**config.mk**
```make
export PLATFORM = sky130hd
export DESIGN_NAME = hazard_unit_mc
export DESIGN_NICKNAME = d
export VERILOG_FILES = /design/src/rtl/hazard_unit_mc.sv
export SDC_FILE = /design/constraint.sdc
export NUM_CORES = 1
export LEC_CHECK = 0
export ABC_AREA = 1
export BUFFER_PORTS_ARGS = -buffer_cell sky130_fd_sc_hd__buf_4
export CAP_MARGIN = 20
export CELL_PAD_IN_SITES_DETAIL_PLACEMENT = 0
export CELL_PAD_IN_SITES_GLOBAL_PLACEMENT = 1
export CORE_MARGIN = 2
export CORE_UTILIZATION = 38
export DETAILED_ROUTE_END_ITERATION = 12
export PLACE_DENSITY = 0.95
export RECOVER_POWER = 25
export SKIP_LAST_GASP = 1
export SLEW_MARGIN = 40
export SYNTH_ARGS = -nofsm -noshare
export SYNTH_HDL_FRONTEND = slang
export SYNTH_SLANG_ARGS = --single-unit
```
**constraint.sdc**
```tcl
create_clock -name clk -period 4 [get_ports clk]
set_input_delay 0.2 -clock clk [delete_from_list [all_inputs] [get_ports clk]]
set_output_delay 0.2 -clock clk [all_outputs]
set_load 0.02 [all_outputs]
```
**src/rtl/hazard_unit_mc.sv**
```systemverilog
// Hazard detection and forwarding control for the 5-stage pipeline.
// Also tracks the multi-cycle mult/div unit so that only HI/LO consumers
// and a second mult/div are held while it is busy.

// Forwarding select for a single source operand.
// sel = 2'b10 on an M-stage match, 2'b01 on a W-stage match, else 2'b00.
// M wins over W because it holds the younger result.
module hazard_fwd_sel #(
   parameter int REG_W = 5
) (
   input  logic [REG_W-1:0] src,
   input  logic             regwriteM,
   input  logic [REG_W-1:0] writeregM,
   input  logic             regwriteW,
   input  logic [REG_W-1:0] writeregW,
   output logic [1:0]       sel
);

   logic src_nz;
   logic hit_m;
   logic hit_w;

   assign src_nz = (src != '0);
   assign hit_m  = src_nz && regwriteM && (src == writeregM);
   assign hit_w  = src_nz && regwriteW && (src == writeregW);

   // Priority encode the two matches into the mux select.
   always_comb begin
      sel = 2'b00;
      if (hit_m)      sel = 2'b10;
      else if (hit_w) sel = 2'b01;
   end

endmodule

module hazard_unit_mc #(
   parameter int          REG_W    = 5,
   parameter int          MD_LAT   = 32,
   parameter int          MDCNT_W  = 6,
   parameter logic [2:0]  LOAD_SRC = 3'b011,
   parameter int          PERF_W   = 32
) (
   input  logic              clk,
   input  logic              reset,
   input  logic [1:0]        branchD,
   input  logic [2:0]        wbsrcE,
   input  logic [2:0]        wbsrcM,
   input  logic              regwriteE,
   input  logic              regwriteM,
   input  logic              regwriteW,
   input  logic [REG_W-1:0]  rsD,
   input  logic [REG_W-1:0]  rtD,
   input  logic [REG_W-1:0]  rsE,
   input  logic [REG_W-1:0]  rtE,
   input  logic [REG_W-1:0]  writeregE,
   input  logic [REG_W-1:0]  writeregM,
   input  logic [REG_W-1:0]  writeregW,
   input  logic              mdstartE,
   input  logic              mdstartD,
   input  logic              mdreadD,
   output logic              stallF,
   output logic              stallD,
   output logic              flushE,
   output logic              forwardAD,
   output logic              forwardBD,
   output logic [1:0]        forwardAE,
   output logic [1:0]        forwardBE,
   output logic              mdbusy,
   output logic              mddone,
   output logic [PERF_W-1:0] stallcnt
);

   localparam int NUM_SRC = 4;
   localparam logic [MDCNT_W-1:0] CNT_LOAD = MDCNT_W'(MD_LAT - 1);

   typedef enum logic {
      MD_IDLE = 1'b0,
      MD_BUSY = 1'b1
   } md_state_t;

   // ---------------------------------------------------------------
   // Forwarding: one selector per source operand.
   // Index order: 0 rsD, 1 rtD, 2 rsE, 3 rtE.
   // ---------------------------------------------------------------
   logic [NUM_SRC-1:0][REG_W-1:0] fwd_src;
   logic [NUM_SRC-1:0][1:0]       fwd_sel;

   assign fwd_src = {rtE, rsE, rtD, rsD};

   generate
      for (genvar g = 0; g < NUM_SRC; g++) begin : g_fwd
         hazard_fwd_sel #(.REG_W(REG_W)) u_sel (
            .src       (fwd_src[g]),
            .regwriteM (regwriteM),
            .writeregM (writeregM),
            .regwriteW (regwriteW),
            .writeregW (writeregW),
            .sel       (fwd_sel[g])
         );
      end
   endgenerate

   // D-stage forwarding only ever comes from M (branch compare in D).
   assign forwardAD = fwd_sel[0][1];
   assign forwardBD = fwd_sel[1][1];
   assign forwardAE = fwd_sel[2];
   assign forwardBE = fwd_sel[3];

   // ---------------------------------------------------------------
   // Stall sources
   // ---------------------------------------------------------------
   logic lwstall;
   logic brstall;
   logic mdstall;
   logic br_dep_e;
   logic br_dep_m;
   logic stall_any;

   // Load-use: E-stage load feeding either D source.
   assign lwstall = (wbsrcE == LOAD_SRC) && (rtE != '0) &&
                    ((rtE == rsD) || (rtE == rtD));

   // Branch in D needs a value still being produced in E, or a load in M.
   assign br_dep_e = regwriteE && (writeregE != '0) &&
                     ((writeregE == rsD) || (writeregE == rtD));
   assign br_dep_m = (wbsrcM == LOAD_SRC) && (writeregM != '0) &&
                     ((writeregM == rsD) || (writeregM == rtD));
   assign brstall  = (branchD != 2'b00) && (br_dep_e || br_dep_m);

   // Only HI/LO readers and a second mult/div wait on the busy unit.
   assign mdstall  = mdbusy && (mdreadD || mdstartD);

   assign stall_any = !reset && (lwstall || brstall || mdstall);
   assign stallF    = stall_any;
   assign stallD    = stall_any;
   assign flushE    = stall_any;

   // ---------------------------------------------------------------
   // Mult/div tracker
   // ---------------------------------------------------------------
   md_state_t          state, state_nx;
   logic [MDCNT_W-1:0] cnt, cnt_nx;

   // State and countdown registers; reset abandons any in-flight op.
   always_ff @(posedge clk) begin
      if (reset) begin
         state <= MD_IDLE;
         cnt   <= '0;
      end else begin
         state <= state_nx;
         cnt   <= cnt_nx;
      end
   end

   // Next-state and countdown; a start on the done cycle chains straight on.
   always_comb begin
      state_nx = state;
      cnt_nx   = cnt;
      case (state)
         MD_IDLE: begin
            if (mdstartE) begin
               state_nx = MD_BUSY;
               cnt_nx   = CNT_LOAD;
            end
         end
         MD_BUSY: begin
            if (cnt == '0) begin
               if (mdstartE) begin
                  cnt_nx = CNT_LOAD;
               end else begin
                  state_nx = MD_IDLE;
               end
            end else begin
               cnt_nx = cnt - MDCNT_W'(1);
            end
         end
         default: begin
            state_nx = MD_IDLE;
            cnt_nx   = '0;
         end
      endcase
   end

   assign mdbusy = (state == MD_BUSY);
   assign mddone = (state == MD_BUSY) && (cnt == '0);

   // ---------------------------------------------------------------
   // Stall performance counter, saturating at all-ones.
   // ---------------------------------------------------------------
   // Count every cycle the decode register is held.
   always_ff @(posedge clk) begin
      if (reset) begin
         stallcnt <= '0;
      end else if (stallD && (stallcnt != '1)) begin
         stallcnt <= stallcnt + PERF_W'(1);
      end
   end

endmodule

```
; Yosys cells after proc, flatten, opt, wreduce, memory -nomap -nowiden
; Index checks and enable logic that the tools add are counted.
[word_totals]
reg_bits = 39
inputBits = 51
wordCells = 80
[classes]
addsub = 2
n_eq_ne = 17
mux = 14
bitwise_logic = 1
n_reduce_logical = 43
[op_table]
columns = op, n
row1 = $eq 5x5->1, 14
row2 = $add 32x1->32 const B, 1
row3 = $ne 32x32->1 const B, 1
row4 = $reduce_bool 5->1, 6
row5 = $logic_and 1x1->1, 27
row6 = $mux 6, 2
row7 = $pmux 6 s2, 1
row8 = $mux 2, 4
row9 = $logic_or 1x1->1, 7
row10 = $eq 3x2->1 const B, 2
row11 = $logic_not 6->1, 1
row12 = $mux 1, 6
row13 = $sub 6x1->6 const B, 1
row14 = $pmux 1 s2, 1
row15 = $reduce_bool 2->1, 1
row16 = $logic_not 1->1, 1
row17 = $not 1->1, 1

; Logic depth before layout (Yosys ltp)
[logic_depth]
ltp_word = 9
ltp_mapped = 15

; Modules after synthesis
; From an unflattened synthesis, not the netlist that was laid out.
[unflattened]
hier_cells = 777
area_unflattened_um2 = 3992.6
[by_module_without_submodules]
columns = module, n_inst, cells_per_inst, area_each_um2, seq_area_each_um2
row1 = hazard_unit_mc, 1, 529, 3011.6, 780.7
row2 = hazard_fwd_sel, 4, 62, 245.2, 0.0

; Least setup slack after synthesis
; No wires, ideal clock.
[synth_timing]
kind = flip-flop to flip-flop
from = register stallcnt[0]
to = register stallcnt[4]
setup_ns = 0.115
arrival_time_ns = 1.807
t_required_ns = 3.885
path_slack_ns = 2.078
path_stages_with_launch = 12
synth_period_minus_slack_ns = 1.922
path_cell_list = dfxtp_1 -> ha_1 -> nand2_1 -> nor2_2 -> nand2_2 -> nor3_4 -> nand4_4 -> buf_6 -> nand3b_1 -> inv_1 -> a21oi_1 -> nor2_1
[synth_via]
elab_chain_cells = 2
word_cells_on_any_way = 3
classes_between = add/sub: 1 / eq/ne: 1 / reduce/logical: 1
[synth_lines]
columns = item, line_no
row1 = "start, declared", 70  ; output logic [PERF_W-1:0] stallcnt
row2 = "start signal, assigned", 195  ; stallcnt <= stallcnt + PERF_W'(1);
row3 = branches (longest 2 deep; another with $add 32x1->32), --
; Several ways; the timed one is not identified.
; A chain may end at the register's enable or synchronous reset.

; Worst setup path after layout
[layout_timing]
from = register stallcnt[0]
to = register stallcnt[25]
; Same word-level chain as after synthesis.

==> impl_metrics.yaml <==
die:
  io_pins: 94
  die_x_um: 96.69
  core.rowCount: 33
  die_y_um: 96.69
  initial_core_util_pct: 39.53
  coreArea_um2: 8258
  dieArea_um2: 9348
sta:
  worst_pin_slew_ps: 779.1
  setup_viol: 0
  hold_slack_ps: 179.1
  final_max_slew_viol_count: 0
  fin_setup_tns_ps: 0
  fmax_mhz: 458.0
  finalCritPeriodShare_pct: 54.58
  timing.final.ws_setup_ps: 1817
  period_needed_ps: 2183
  hold_violations: 0
  rsz0062_at_grt: "false"
  finalClockSkew_ps: 6.368
  slew_headroom_pct: 47.74
power:
  seqPwrFrac_pct: 39.6
  switching_share_pct: 28.07
  pwr_density_cell_nw_per_um2: 254.6
  power_uw: 1032
  vdd.ir_drop.worst_v: 0.0001802
  p_switching_uw: 289.8
  clock_power_share_pct: 38.5
  pwr-share-comb_pct: 21.9
  p_leak_uw: 0.002014
  power.internal_uw: 742.6
route:
  wl_per_cell_um: 11.95
  drt_iter0_markers: 229
  viasPerCell: 4.937
  drtPass1Iterations: 5
  num_vias: 3782
  final_antenna_net_count: 0
  drc: 0
  routed_wl_um: 9151
clock_tree:
  numCtsBuffers: 5
  root_buffer: "clkbuf_8"
  insertion_delay_ps: 290
  cts_sinks: 39
  hold_buffers: 0
  clk_pin_slew_ps: 80
  cts_max_path_buffers: 2
  htreeDepth: 2
  cts_tree: "done"
  cts_setup_buffers: 0
  cts_resized: 0
layout:
  drive_gt1_share_pct: 15.58
  mostFrequentLayoutCells: "nand2_1, nor2_1, inv_1, buf_4, nand3_1"
  synthToLayoutAreaGrowth_pct: 24.22
  finalNetCount: 714
  antenna_cells: 0
  final_common_cell: "nand2_1"
place:
  post-place-ws_ps: 1863
  dpl.hpwl_um: 7162
  io_buffer_count: 93
  gp_congestion: 0.9892
synthesis:
  syn_nets: 629
  synth-warning-count: 0
  syn_avg_cell_area_um2: 5.677
  ys_seq_area_share_pct: 23.92
  synth_seq_cells: 39
  ys_types: 37
  synthCells: 575
  synthesis.area_um2: 3264
critical_path:
  cp-start-kind: "flip-flop"
  arrival_ps: 2370
  required_ps: 4190
  crit_fanout: 10
  end_kind: "flip-flop"
  critical_path_class: "flip-flop to flip-flop"
grt:
  grt_pass1_wl_um: 15790
  grt.total_usage_pct: 19.59
  grt_pass1_vias: 3453
  grt-busiest-layer: "met2"
  gr-total-overflow: 0
  grt_max_degree: 32
  antenna_found_initial: 0
  grt_util_met2_pct: 32.43
  use_met3_pct: 3.396
  use_met1_pct: 25.88
run:
  drv_cap: 0
status:
  outcome: "completed"
min_path:
  min_path_type: "primary input to flip-flop"
-- logic make-up after synthesis --
logic type | synth area share (%)
and+or+nand+nor | 46.99
buffers and inverters | 14.18
AOI/OAI and AO/OA | 7.321
DFF | 23.92
xor gates and xnor gates | 6.439
adders and majority gates | 1.150
-- layout make-up --
class | instances | area [µm²]
Sequential cell | 39 | 780.7
Timing Repair Buffer | 95 | 638.1
Multi-Input combinational cell | 427 | 2023
Clock buffer | 5 | 68.82
Fill cell | 896 | 4203
Clock inverter | 3 | 67.56
Inverter | 92 | 345.3
Tap cell | 105 | 131.4
-- power groups by stage --
stage | clock network, µW | registers (µW) | logic (µW)
global placement | 0 | 418 | 223
detailed placement | 0 | 418 | 226
floorplan | 0 | 420 | 138
CTS | 410 | 409 | 227
global route | 422 | 411 | 252
finish | 397 | 409 | 226
-- stage by stage --
stage	area (µm²)	instances	util [%]
global route	4055	766	49.11
CTS	4130	766	50.02
global placement	3991	758	48.33
finish	4055	766	49.11
detailed placement	3994	758	48.36
floorplan	3264	575	-
-- flip-flops by register name (all words and copies together) (netlist names) --
| register | flops |
|---|---|
| mdbusy | 1 |
| stallcnt | 32 |
| cnt | 6 |
-- final timing paths --
check,from,to,slack [ps],depth (start not counted)
hold / removal,mdstartE,cnt[5],180,4
setup / recovery,stallcnt[0],stallcnt[25],1820,12
hold reg to reg,cnt[5],cnt[5],510,2
setup reg to reg,stallcnt[0],stallcnt[25],1820,12
-- worst max-delay path: stages, from the launching register on --
cell and delay (ps):
dfxtp_1 420, ha_1 230, nand2_1 90, nor2_2 180
nand2_2 120, nor2_1 230, nand3_2 230, nand2_1 210
nor3_1 100, nand2_1 100, nand2_1 50, nand2_1 50
nor2_1 60
-- layer usage --
| metal | wire [µm] | up-vias | part of all wire, % |
|---|---|---|---|
| li1 | - | 1954 | - |
| met4 | 150 | 0 | 1.6 |
| met2 | 4191 | 150 | 46 |
| met1 | 4142 | 1664 | 45 |
| met3 | 667 | 14 | 7.3 |
| met5 | 0 | - | 0 |
-- cell usage after synthesis (all sizes together) --
cell	count	area share, %
nand4	14	3.1
o221a	1	0.34
nand3	48	7.5
dfxtp	39	24
o22ai	3	0.57
o2111ai	3	0.81
nor4	4	0.77
a21boi	1	0.34
a211oi	1	0.23
nor3	12	2.2
ha	3	1.1
xnor2	12	3.2
o21ai	6	0.92
a221oi	1	0.27
a311oi	2	0.54
nand3b	1	0.23
o211ai	1	0.23
buf	12	3.0
inv	91	10
xor2	12	3.2
nand2	185	21
a21oi	20	3.1
clkbuf	5	0.61
nor3b	1	0.23
clkinv	1	0.11
nor2	93	11
and3	2	0.38
or2	1	0.19
(Power assumes the default switching activity.)
